`config.mk`:
```
export PLATFORM = sky130hd
export DESIGN_NAME = pwm_capture
export DESIGN_NICKNAME = d
export VERILOG_FILES = /design/src/rtl/pwm_pkg.sv /design/src/rtl/pwm_cap_edge.sv /design/src/rtl/pwm_capture.sv
export SDC_FILE = /design/constraint.sdc
export NUM_CORES = 1
export LEC_CHECK = 0
export CELL_PAD_IN_SITES_DETAIL_PLACEMENT = 2
export CELL_PAD_IN_SITES_GLOBAL_PLACEMENT = 2
export CORE_MARGIN = 3
export CORE_UTILIZATION = 35
export DETAILED_ROUTE_END_ITERATION = 10
export PLACE_DENSITY = 0.89
export SYNTH_ARGS = -nofsm -noshare
export SYNTH_HDL_FRONTEND = slang
export SYNTH_SLANG_ARGS = --single-unit
```
`constraint.sdc`:
```
create_clock -name clk_i -period 5.7 [get_ports clk_i]
set_clock_uncertainty 0.2 [all_clocks]
set_input_delay 1.14 -clock clk_i [delete_from_list [all_inputs] [get_ports clk_i]]
set_output_delay 1.14 -clock clk_i [all_outputs]
set_load 0.1 [all_outputs]
```
`src/rtl/pwm_pkg.sv`:
```
// Shared types and default widths for the PWM input-capture block.
package pwm_pkg;

  localparam int unsigned CNT_WIDTH_DEF = 16;
  localparam int unsigned PSC_WIDTH_DEF = 16;

  typedef enum logic [1:0] {
    IDLE,
    ARM,
    MEAS
  } state_e;

  typedef struct packed {
    logic [CNT_WIDTH_DEF-1:0] period;
    logic [CNT_WIDTH_DEF-1:0] high;
    logic                     ovf;
  } cap_t;

endpackage

```
`src/rtl/pwm_cap_edge.sv`:
```
// Input conditioning for pwm_capture: synchronizer, polarity select and
// rising-edge detect on the conditioned signal.
module pwm_cap_edge
  import pwm_pkg::*;
#(
  parameter int unsigned SYNC_STAGES = 2
) (
  input  logic clk_i,
  input  logic rst_n_i,
  input  logic pol_i,
  input  logic pwm_i,
  output logic prev_o,
  output logic rise_o
);

  logic [SYNC_STAGES-1:0] sync_q, sync_d;
  logic                   prev_q, prev_d;
  logic                   s;

  always_comb begin
    sync_d = {sync_q[SYNC_STAGES-2:0], pwm_i};
    s      = sync_q[SYNC_STAGES-1] ^ pol_i;
    prev_d = s;
    rise_o = s & ~prev_q;
    prev_o = prev_q;
  end

  always_ff @(posedge clk_i or negedge rst_n_i) begin
    if (!rst_n_i) begin
      sync_q <= '0;
      prev_q <= 1'b0;
    end else begin
      sync_q <= sync_d;
      prev_q <= prev_d;
    end
  end

endmodule

```
`src/rtl/pwm_capture.sv`:
```
// PWM input capture: measures period and active time in prescaled ticks and
// presents each result on a one-entry valid/ready holding register.
module pwm_capture
  import pwm_pkg::*;
#(
  parameter int unsigned CNT_WIDTH   = CNT_WIDTH_DEF,
  parameter int unsigned PSC_WIDTH   = PSC_WIDTH_DEF,
  parameter int unsigned SYNC_STAGES = 2
) (
  input  logic                 clk_i,
  input  logic                 rst_n_i,
  input  logic                 en_i,
  input  logic                 pol_i,
  input  logic [PSC_WIDTH-1:0] psc_i,
  input  logic                 pwm_i,
  output logic                 cap_valid_o,
  input  logic                 cap_ready_i,
  output logic [CNT_WIDTH-1:0] cap_period_o,
  output logic [CNT_WIDTH-1:0] cap_high_o,
  output logic                 cap_ovf_o,
  output logic                 drop_o
);

  typedef struct packed {
    logic [CNT_WIDTH-1:0] period;
    logic [CNT_WIDTH-1:0] high;
    logic                 ovf;
  } res_t;

  logic rise, prev;

  pwm_cap_edge #(
    .SYNC_STAGES(SYNC_STAGES)
  ) u_edge (
    .clk_i  (clk_i),
    .rst_n_i(rst_n_i),
    .pol_i  (pol_i),
    .pwm_i  (pwm_i),
    .prev_o (prev),
    .rise_o (rise)
  );

  state_e               state_q, state_d;
  logic [PSC_WIDTH-1:0] psc_cnt_q, psc_cnt_d, psc_last;
  logic [CNT_WIDTH-1:0] period_q, period_d, period_inc;
  logic [CNT_WIDTH-1:0] high_q, high_d, high_inc;
  res_t                 hold_q, hold_d, cap_res;
  logic                 valid_q, valid_d, drop_q, drop_d;
  logic                 tick, cap_evt, accept;

  always_comb begin
    psc_last   = (psc_i == '0) ? '0 : psc_i - PSC_WIDTH'(1);
    tick       = (psc_cnt_q == psc_last);
    period_inc = (tick && period_q != '1) ? period_q + CNT_WIDTH'(1) : period_q;
    high_inc   = (tick && prev && high_q != '1) ? high_q + CNT_WIDTH'(1) : high_q;
  end

  // Counters default to zero so any state other than a running MEAS clears them.
  always_comb begin
    state_d   = state_q;
    psc_cnt_d = '0;
    period_d  = '0;
    high_d    = '0;
    cap_evt   = 1'b0;
    cap_res   = '0;
    if (!en_i) begin
      state_d = IDLE;
    end else begin
      unique case (state_q)
        IDLE: state_d = ARM;
        ARM:  if (rise) state_d = MEAS;
        MEAS: begin
          cap_res.period = period_inc;
          cap_res.high   = high_inc;
          cap_res.ovf    = ~rise;
          if (rise) begin
            cap_evt = 1'b1;
          end else if (period_inc == '1) begin
            cap_evt = 1'b1;
            state_d = ARM;
          end else begin
            psc_cnt_d = tick ? '0 : psc_cnt_q + PSC_WIDTH'(1);
            period_d  = period_inc;
            high_d    = high_inc;
          end
        end
        default: state_d = IDLE;
      endcase
    end
  end

  always_comb begin
    accept  = valid_q & cap_ready_i;
    hold_d  = hold_q;
    valid_d = valid_q & ~accept;
    drop_d  = 1'b0;
    if (cap_evt) begin
      if (!valid_q || accept) begin
        hold_d  = cap_res;
        valid_d = 1'b1;
      end else begin
        drop_d = 1'b1;
      end
    end
  end

  always_ff @(posedge clk_i or negedge rst_n_i) begin
    if (!rst_n_i) begin
      state_q   <= IDLE;
      psc_cnt_q <= '0;
      period_q  <= '0;
      high_q    <= '0;
      hold_q    <= '0;
      valid_q   <= 1'b0;
      drop_q    <= 1'b0;
    end else begin
      state_q   <= state_d;
      psc_cnt_q <= psc_cnt_d;
      period_q  <= period_d;
      high_q    <= high_d;
      hold_q    <= hold_d;
      valid_q   <= valid_d;
      drop_q    <= drop_d;
    end
  end

  assign cap_valid_o  = valid_q;
  assign cap_period_o = hold_q.period;
  assign cap_high_o   = hold_q.high;
  assign cap_ovf_o    = hold_q.ovf;
  assign drop_o       = drop_q;

endmodule

```
# After elaboration in Yosys (flattened, before gate mapping)
# Cells that the tools add are included.
# word_totals
reg_bits,88
in_bits,22
out_inout_bits,35
word_cells,71
# classes
addsub,4
eq_ne,9
n_mux,31
bitwise,7
reduce_logical,9
# ops
operator,n
16-bit two-way mux,16
33-bit two-way mux,2
16-bit by 1-bit adder with 16-bit output (second input constant),3
16-bit != test (second input constant),2
16-bit equality test,1
16-bit equality test (second input constant),1
16-bit logical NOT,1
16-bit by 1-bit subtractor with 16-bit output (second input constant),1
3-bit != test (second input constant),3
1-bit two-way mux,8
2-bit two-way mux,4
2-bit one-hot mux with 3 select lines,1
1-bit bitwise AND,3
1-bit logical AND,3
1-bit inverter,3
3-bit AND reduction,1
2-bit by 1-bit equality test with 1-bit output (second input constant),1
2-bit equality test (second input constant),1
2-bit logical NOT,1
2-bit AND reduction,1
1-bit logical NOT,1
1-bit logical OR,1
1-bit XOR,1

# Logic depth before layout (Yosys ltp)
# Gate-level depths: netlist of run 1.
# depth
ltp_word,11
depth_mapped,17
ltp_nobuf,13

# Modules after synthesis
# A second synthesis of run 1 with hierarchy kept.
# unflattened
cells_unflattened,557
area_unflattened_um2,5088.6
# modules_own_cells
mod,n_inst,cells_each,area_per_inst_um2,seq_area_each_um2
pwm_capture,1,552,4996.0,2127.0
pwm_cap_edge,1,5,92.6,75.1

# Least setup slack after synthesis of run 1
# OpenSTA, ideal clock, no wires.
# synth_path
path_type,input to register
from,in psc_i[0]
to,reg hold_q (netlist bit cap_high_o[13])
setup_time_ns,0.128
arrival_ns,5.502
required_time_ns,5.372
setup_slack_ns,-0.130
path_stages,14
path_buffers,1
cell_sequence,inv_1 > ha_1 > or4b_1 > clkbuf_1 > or4_1 > a2111o_1 > a21oi_2 > o221ai_2 > or4_1 > or4b_1 > a22o_1 > or4_4 > a21boi_4 > mux2_1
# synth_between
elab_chain_len,11
elab_cells_between_ends,17
classes_between,add/sub (1); eq/ne (2); mux (9); reduce/logical (5)
# synth_lines
element,line_no,rtl
from (decl),pwm_capture.sv:14,"input logic [PSC_WIDTH-1:0] psc_i,"
16-bit by 1-bit subtractor with 16-bit output or 16-bit logical NOT (tied branches),pwm_capture.sv:52,psc_last = (psc_i == '0) ? '0 : psc_i - PSC_WIDTH'(1);
16-bit two-way mux (*),pwm_capture.sv:52,
16-bit equality test (*),pwm_capture.sv:53,tick = (psc_cnt_q == psc_last);
1-bit logical AND,pwm_capture.sv:54,period_inc = (tick && period_q != '1) ? period_q + CNT_WIDTH'(1) : period_q;
16-bit two-way mux,pwm_capture.sv:54,
16-bit equality test,pwm_capture.sv:78,end else if (period_inc == '1) begin
1-bit two-way mux,pwm_capture.sv:78,
1-bit two-way mux,pwm_capture.sv:76,if (rise) begin
1-bit two-way mux,pwm_capture.sv:69,unique case (state_q)
1-bit two-way mux,pwm_capture.sv:66,if (!en_i) begin
2-bit AND reduction (no line),n/a,
to (signal assigned),pwm_capture.sv:121,hold_q <= hold_d;
to (decl),pwm_capture.sv:47,"res_t hold_q, hold_d, cap_res;"
# Mark *: on every way between the ends. The rest lies on a longest branch, timed or not.
# A chain may end at the register's enable or synchronous reset.

# Worst setup path after layout of run 1
# layout_path
from,in psc_i[1]
to,reg hold_q (netlist bit cap_high_o[14])
# Same word-level chain as after synthesis.

==> summary.txt, run 1 <==
Run status
  – Run status: finished with violations
  – Violated checks: setup timing

STA
  – Number of setup violations in the final report: 36
  – RSZ-0062 raised after global routing: yes
  – Least setup slack across all paths after layout: -0.156 ns
  – Worst max-slew margin expressed relative to the limit: 33.2%
  – Share of the cycle needed by the critical path after routing: 103%
  – Achievable frequency: 171 MHz
  – Number of hold violations in the final report: 0
  – Slew at the pin closest to its max-slew limit: 0.999 ns
  – Time the final worst path needs with I/O delays and setup: 5.86 ns
  – Total count of max-transition violations in the final report: 0

Yosys
  – Number of distinct library cell variants in the gate-level netlist after synthesis: 62
  – Total of flip-flops plus latches after synthesis: 88
  – Share of Yosys cell area claimed by the top area cell type: 42.5%
  – Post-synthesis net count: 593
  – Average footprint of a synthesized cell: 9.13 sq um
  – Synth top area cells: sky130_fd_sc_hd__dfrtp_1, sky130_fd_sc_hd__mux2i_1, sky130_fd_sc_hd__nor2_1
  – Number of flops mapped to enable cells by yosys: 0
  – Dominant register cell in the synthesized netlist: sky130_fd_sc_hd__dfrtp_1
  – Yosys synthesis warning count: 0
  – Combined area of all synthesized cells: 5180 sq um
  – Synth async-reset ratio: 100%
  – Cell count after synthesis: 567
  – Register area share after synthesis: 42.5%
  – Cell type with the largest total area after synthesis: sky130_fd_sc_hd__dfrtp_1

Drt
  – Total via count after detailed routing: 5324
  – Remaining number of nets flagged by the antenna check after routing: 0
  – Detailed-router iteration count before antenna repair: 5
  – Drc violations: 0
  – Via density per instance: 5.93
  – Detailed-route wire length per cell: 28.2 um
  – Initial detailed-routing violation count: 384
  – Post-detailed-routing wire length: 25300 um

Place
  – PortBufs: 56
  – HPWL after detailed placement: 14400 um
  – Cell Area, Placed: 6530 sq um
  – Final GP Congestion: 0.885
  – Setup WS pre-CTS: -0.877 ns

Final layout
  – Number of fill cells: 1459
  – Leading cell types in the layout, fill and taps excluded: sky130_fd_sc_hd__buf_4, sky130_fd_sc_hd__dfrtp_1, sky130_fd_sc_hd__nor2_1
  – Fraction of final layout cells with drive strength greater than 1: 24.5%
  – Leading cell type in the layout, fill and taps excluded: sky130_fd_sc_hd__buf_4
  – Final-stage net count: 739
  – Final instance area: 7310 sq um
  – Antenna diodes: 0
  – Area added between synthesis and finish: 41.1%

CTS
  – CTS tree: done
  – Worst-Skew Late Latency: 0.36 ns
  – Number of buffers inserted during clock tree synthesis: 9
  – Number of H-tree levels: 3
  – Clock root buffer: sky130_fd_sc_hd__clkbuf_16
  – Maximum clock path buffer count: 2
  – Clk pin slew, worst setup/hold paths: 0.08 ns
  – Number of hold buffers added after cts: 0
  – TritonCTS Sinks: 88

Die
  – Die footprint: 16300 sq um
  – Core footprint: 14100 sq um
  – Vertical die dimension: 128 um
  – Number of placement rows: 43
  – Top-level port count: 57
  – Starting density of the core: 36.6%
  – X dimension of the die: 128 um

Setup path
  – Crit. End Element: register
  – Critical path start-end classification: input port to register
  – Data required, critical path: 5.76 ns
  – Crit-path max FO: 7
  – Startpoint type of the worst setup path: input port
  – Worst EP arrival: 5.92 ns

Pwr
  – Clock Power Share: 29.4%
  – Relative contribution of sequential cells to total power: 32.6%
  – Combinational Power Share: 38.0%
  – Cell internal power dissipation: 1.29 mW
  – Largest vdd supply drop: 0.379 mV
  – Fraction of power spent switching nets: 43.7%
  – Leakage Power: 3.13 nW
  – Pwr per Cell Area: 313 nW/um^2
  – Switching component of the power: 0.999 mW

Global route
  – Antenna violations before repair: 0
  – GRT overflow: 0
  – All-layer global routing usage: 30.7%
  – Via count of the first global-routing pass: 6135
  – Wire length of the first global-routing pass: 37400 um
  – Largest net degree at the start of global routing: 49

Worst hold path
  – Worst min path class: register to register

Job
  – Number of violations of the max-capacitance limit: 0
synth_stat cells, types with 7 or more instances:
cell                       number
sky130_fd_sc_hd__nor3_1        17
sky130_fd_sc_hd__and3_1        15
sky130_fd_sc_hd__nor4_1        12
sky130_fd_sc_hd__or4_1          7
sky130_fd_sc_hd__nor2_1        85
sky130_fd_sc_hd__clkbuf_1      14
sky130_fd_sc_hd__nand4_1        7
sky130_fd_sc_hd__nand2_1       46
sky130_fd_sc_hd__mux2i_1       37
sky130_fd_sc_hd__nand3_1       25
sky130_fd_sc_hd__inv_1         37
sky130_fd_sc_hd__a21oi_1       13
sky130_fd_sc_hd__dfrtp_1       88
sky130_fd_sc_hd__o21ai_0       10
sky130_fd_sc_hd__xnor2_1       24
sky130_fd_sc_hd__xor2_1        34
registers in the layout, summed over array words and instances, names as in the netlist:
| signal | count |
|---|---|
| period_q | 16 |
| cap_high_o | 16 |
| u_edge.prev_o | 1 |
| drop_o | 1 |
| cap_valid_o | 1 |
| cap_ovf_o | 1 |
| psc_cnt_q | 16 |
| state_q | 2 |
| u_edge.sync_q | 2 |
| cap_period_o | 16 |
| high_q | 16 |
final cells by class:
type                    instances  area [sq um]  share of cell area, %
well taps                     180           225                   3.08
inverters                      37           144                   1.97
repair buffers                155          1420                   19.4
multi-input cells             422          3000                   41.1
flip-flops and latches         88          2200                   30.1
clock buffers                   9           225                   3.08
clock inverters                 7          92.6                   1.27
per-layer routing:
| layer | share of wire, % | track usage [%] | wire length, um |
|---|---|---|---|
| met5 | 0 | 0 | 0 |
| met2 | 53 | 55.7 | 13300 |
| met4 | 6.9 | 20.2 | 1750 |
| met3 | 3.6 | 5.39 | 916 |
| met1 | 37 | 32.3 | 9280 |
final timing paths:
| path | startpoint | end | slack (ns) | depth (start not counted) |
|---|---|---|---|---|
| max in group asynchronous | rst_n_i | cap_high_o[4] | 3.68 | 2 |
| max | psc_i[1] | cap_high_o[14] | -0.16 | 16 |
| min in group asynchronous | rst_n_i | psc_cnt_q[3] | 0.58 | 1 |
| max reg2reg | period_q[0] | cap_high_o[14] | 0.78 | 15 |
| min reg2reg | u_edge.sync_q[0] | u_edge.sync_q[1] | 0.25 | 0 |
| min | u_edge.sync_q[0] | u_edge.sync_q[1] | 0.25 | 0 |
per-stage QoR:
| stage | TNS [ns] | cells | hold WS, ns | util [%] | power, mW |
|---|---|---|---|---|---|
| CTS | 0 | 893 | 0.248 | 50.0 | 2.26 |
| global placement | -35.74 | 865 | 0.133 | 46.1 | 1.54 |
| global route | -4.07 | 898 | 0.252 | 51.6 | 2.36 |
| finish | -2.07 | 898 | 0.246 | 51.6 | 2.29 |
| floorplan | 0 | 567 | 0.131 | - | 1.32 |
| detailed placement | -53.29 | 865 | 0.143 | 46.1 | 1.56 |
power by group through the flow:
| stage | registers [mW] | clock network (mW) | logic, mW |
|---|---|---|---|
| after floorplan | 1.22 | 0 | 0.0946 |
| after global placement | 0.743 | 0 | 0.794 |
| after detailed placement | 0.748 | 0 | 0.815 |
| after CTS | 0.745 | 0.676 | 0.838 |
| after global routing | 0.755 | 0.709 | 0.894 |
| final | 0.747 | 0.672 | 0.869 |
worst max-delay path, cell delays in order:
cell and delay (ns):
sky130_fd_sc_hd__buf_8 0.10, sky130_fd_sc_hd__inv_4 0.05, sky130_fd_sc_hd__ha_4 0.14, sky130_fd_sc_hd__or4b_4 0.49, sky130_fd_sc_hd__or4_4 0.44, sky130_fd_sc_hd__a2111o_1 0.41
sky130_fd_sc_hd__a21oi_2 0.21, sky130_fd_sc_hd__o221ai_2 0.17, sky130_fd_sc_hd__or4_4 0.58, sky130_fd_sc_hd__or4b_1 0.55, sky130_fd_sc_hd__a22o_1 0.22, sky130_fd_sc_hd__or4_4 0.58
sky130_fd_sc_hd__a21boi_4 0.21, sky130_fd_sc_hd__buf_6 0.17, sky130_fd_sc_hd__buf_12 0.17, sky130_fd_sc_hd__mux2i_4 0.26
timing repair:
action / 4_1_cts / 5_1_grt
setup buffers: 10 / 6
gates cloned: 3 / 0
setup endpoints to repair: 85 / 85
resized for setup: 47 / 49
pin swaps: 18 / 19
kinds of logic after synthesis:
| family | after synthesis | share of synthesized area, % |
|---|---|---|
| flip-flops | 88 | 42.5 |
| AO/OA/AOI/OAI | 59 | 8.29 |
| adder cells (fa/ha/maj) | 4 | 0.966 |
| multiplexers | 41 | 8.02 |
| AND/OR/NAND/NOR | 259 | 25.3 |
| buffers and inverters | 57 | 4.64 |
| XOR/XNOR | 59 | 10.3 |
Note: power is estimated with default switching activity, not from simulation.
==> run 2: changes to the inputs <==
==> constraint.sdc (replaced) <==
create_clock -name clk_i -period 5.5 [get_ports clk_i]
set_clock_uncertainty 0.2 [all_clocks]
set_input_delay 1.1 -clock clk_i [delete_from_list [all_inputs] [get_ports clk_i]]
set_output_delay 1.1 -clock clk_i [all_outputs]
set_load 0.1 [all_outputs]
==> summary.txt, run 2 (synthesis gave the netlist of run 1 again) <==
Die
  – Core footprint: 14100 sq um (unchanged)
  – Number of placement rows: 43 (unchanged)
  – X dimension of the die: 128 um (unchanged)
  – Top-level port count: 57 (unchanged)
  – Starting density of the core: 36.6% (unchanged)
  – Die footprint: 16300 sq um (unchanged)
  – Vertical die dimension: 128 um (unchanged)

Pwr
  – Fraction of power spent switching nets: 44.6% (was 43.7%)
  – Combinational Power Share: 38.4% (was 38.0%)
  – Relative contribution of sequential cells to total power: 32.1% (was 32.6%)
  – Cell internal power dissipation: 1.35 mW (was 1.29 mW)
  – Switching component of the power: 1.09 mW (was 0.999 mW)
  – Leakage Power: 3.18 nW (was 3.13 nW)
  – Total power after layout: 2.43 mW (was 2.29 mW)
  – Clock Power Share: 29.4% (about the same)
  – Pwr per Cell Area: 326 nW/um^2 (was 313 nW/um^2)
  – Largest vdd supply drop: 0.354 mV (was 0.379 mV)

Setup path
  – Worst EP arrival: 5.85 ns (was 5.92 ns)
  – Crit-path slowest cell: sky130_fd_sc_hd__or4_4 (unchanged)
  – Maximum single-stage delay on the critical path: 0.55 ns (was 0.58 ns)
  – Critical path start-end classification: input port to register (unchanged)
  – FF-to-FF End: cap_period_o[3] (was cap_high_o[14])
  – Startpoint type of the worst setup path: input port (unchanged)
  – Crit. End Element: register (unchanged)
  – CP top delay family: simple AND/OR/NAND/NOR gates (unchanged)
  – Worst Path Buf+Inv: 6 (was 4)
  – Minimum setup slack among reg-to-reg paths: 0.35 ns (was 0.78 ns)
  – Data required, critical path: 5.57 ns (was 5.76 ns)
  – Critical path cell sequence: buf_12, inv_12, ha_4, buf_4, nor4b_2, nand4_1, xor2_1, or4bb_1, o311a_1, or4_4, or4b_1, a22o_1, or4_4, a21boi_4, buf_6, buf_12, buf_16, mux2i_1 (was buf_8, inv_4, ha_4, or4b_4, or4_4, a2111o_1, a21oi_2, o221ai_2, or4_4, or4b_1, a22o_1, or4_4, a21boi_4, buf_6, buf_12, mux2i_4)
  – Crit-path max FO: 6 (was 7)
  – Depth of the worst register-to-register path: 15 (unchanged)
  – Crit Reg-Reg Startpoint: period_q[0] (unchanged)

Worst hold path
  – Worst min path class: register to register (unchanged)
  – Number of cells traversed by the worst hold path: 0 (unchanged)
  – Source of the worst hold timing path: u_edge.sync_q[0] (unchanged)
  – WHS Endpoint: u_edge.sync_q[1] (unchanged)

STA
  – Worst max-slew margin expressed relative to the limit: 30.3% (was 33.2%)
  – Total count of max-transition violations in the final report: 0 (unchanged)
  – RSZ-0062 raised after global routing: yes (unchanged)
  – Slew at the pin closest to its max-slew limit: 1.04 ns (was 0.999 ns)
  – Least setup slack across all paths after layout: -0.280 ns (was -0.156 ns)
  – Number of setup violations in the final report: 75 (was 36)
  – Number of hold violations in the final report: 0 (unchanged)
  – Time the final worst path needs with I/O delays and setup: 5.78 ns
  – Achievable frequency: 173 MHz
  – Share of the cycle needed by the critical path after routing: 105%

Final layout
  – Leading cell type in the layout, fill and taps excluded: sky130_fd_sc_hd__buf_4 (unchanged)
  – Final Instance Count excl. Fillers: 904 (was 898)
  – Number of fill cells: 1438 (was 1459)
  – Antenna diodes: 0 (unchanged)
  – Fraction of final layout cells with drive strength greater than 1: 25.7% (was 24.5%)
  – Leading cell types in the layout, fill and taps excluded: sky130_fd_sc_hd__buf_4, sky130_fd_sc_hd__dfrtp_1, sky130_fd_sc_hd__nor2_1 (unchanged)
  – Area added between synthesis and finish: 43.9% (was 41.1%)
  – Final-stage net count: 746 (was 739)

CTS
  – Maximum clock path buffer count: 2 (unchanged)
  – TritonCTS Sinks: 88 (unchanged)
  – Number of H-tree levels: 3 (unchanged)
  – Number of buffers inserted during clock tree synthesis: 9 (unchanged)
  – Clock root buffer: sky130_fd_sc_hd__clkbuf_16 (unchanged)
  – CTS tree: done (unchanged)
  – Clk pin slew, worst setup/hold paths: 0.08 ns (about the same)
  – Worst-Skew Late Latency: 0.38 ns (was 0.36 ns)

Run status
  – Run status: finished with violations (unchanged)
  – Violated checks: setup timing (unchanged)

Place
  – PortBufs: 56 (unchanged)
  – Final GP Congestion: 0.941 (was 0.885)
  – Placed cells: 868 (was 865)
  – HPWL after detailed placement: 14600 um (was 14400 um)

Drt
  – Drc violations: 0 (unchanged)
  – Initial detailed-routing violation count: 477 (was 384)
  – Post-detailed-routing wire length: 28000 um (was 25300 um)
  – Via density per instance: 6.02 (was 5.93)
  – Detailed-route wire length per cell: 31.0 um (was 28.2 um)
  – Total via count after detailed routing: 5442 (was 5324)
  – Remaining number of nets flagged by the antenna check after routing: 0 (unchanged)
  – Detailed-router iteration count before antenna repair: 5 (unchanged)

Global route
  – Wire length of the first global-routing pass: 38600 um (was 37400 um)
  – GRT overflow: 0 (unchanged)
  – All-layer global routing usage: 31.4% (was 30.7%)
  – Largest net degree at the start of global routing: 51 (was 49)
  – Via count of the first global-routing pass: 6254 (was 6135)
  – Antenna violations before repair: 0 (unchanged)

Job
  – Number of violations of the max-capacitance limit: 0 (unchanged)
## run 2: layer usage
metal / routed length (um) / track usage [%] / vias to the layer above
met2: 14700 / 56.9 / 254
met4: 1630 / 18.5 / 0
met5: 0 / 0 / -
met3: 1270 / 4.26 / 106
met1: 10400 / 34.8 / 2804
li1: - / - / 2278
## run 2: cell type report
type / instances / area (sq um) / area share (%)
Multi-Input combinational cell: 422 / 3060 / 41.0
Inverter: 37 / 164 / 2.20
Sequential cell: 88 / 2200 / 29.5
Clock buffer: 11 / 233 / 3.12
Clock inverter: 4 / 78.8 / 1.06
Tap cell: 180 / 225 / 3.02
Timing Repair Buffer: 162 / 1500 / 20.1
## run 2: worst max path at each step
stage / cells after the start / startpoint / slack [ns] / endpoint
2_1_floorplan: 15 / psc_i[1] / -0.10 / cap_period_o[0]
3_3_place_gp: 16 / psc_i[1] / -0.77 / cap_period_o[12]
3_5_place_dp: 17 / psc_i[1] / -1.11 / cap_period_o[0]
4_1_cts: 18 / psc_i[0] / -0.25 / cap_high_o[11]
5_1_grt: 21 / psc_i[1] / -0.38 / cap_period_o[3]
6_report: 18 / psc_i[1] / -0.28 / cap_period_o[3]
## run 2: per-stage QoR
| stage | TNS [ns] | util (%) | area, sq um | setup WS [ns] | hold WS (ns) |
|---|---|---|---|---|---|
| 3_5_place_dp | -77.86 | 46.5 | 6590 | -1.11 | 0.140 |
| 4_1_cts | -7.13 | 51.0 | 7220 | -0.246 | 0.157 |
| 3_3_place_gp | -58.86 | 46.5 | 6590 | -0.772 | 0.132 |
| 2_1_floorplan | -3.90 | - | 5230 | -0.100 | 0.131 |
| 6_report | -10.03 | 52.7 | 7450 | -0.280 | 0.155 |
| 5_1_grt | -17.81 | 52.7 | 7450 | -0.379 | 0.170 |
## run 2: worst reg2reg max path, delay by kind of cell, from the launching register on
family	cells	cell delay [ns]
AND/OR/NAND/NOR	6	2.39
flip-flops	1	0.55
adder cells (fa/ha/maj)	1	0.36
buffers and inverters	4	0.60
AO/OA/AOI/OAI	3	0.63
multiplexers	1	0.30
## run 2: power groups by stage
stage          sequential [mW]  combinational [mW]  clock [mW]
2_1_floorplan             1.27              0.0992           0
3_3_place_gp             0.769               0.824           0
3_5_place_dp             0.774               0.850           0
4_1_cts                  0.767               0.875       0.680
5_1_grt                  0.785               0.958       0.731
6_report                 0.781               0.934       0.716
## run 2: what timing repair did
action / 4_1_cts / 5_1_grt
cloned: 3 / 0
pin swaps: 11 / 19
buffers inserted: 12 / 9
setup endpoints to repair: 85 / 85
endpoints found under the hold margin: 0 / 0
hold buffers: 0 / 0
gates resized for setup: 50 / 61
==> run 3: changes to the inputs <==
--- a/config.mk
+++ b/config.mk
@@ -9,6 +9,7 @@
 export CELL_PAD_IN_SITES_GLOBAL_PLACEMENT = 2
 export CORE_MARGIN = 3
 export CORE_UTILIZATION = 35
+export CTS_CLUSTER_SIZE = 30
 export DETAILED_ROUTE_END_ITERATION = 10
 export PLACE_DENSITY = 0.89
 export SYNTH_ARGS = -nofsm -noshare
==> results of run 3 <==
Final layout, timing and power as in run 2 (identical DEF).
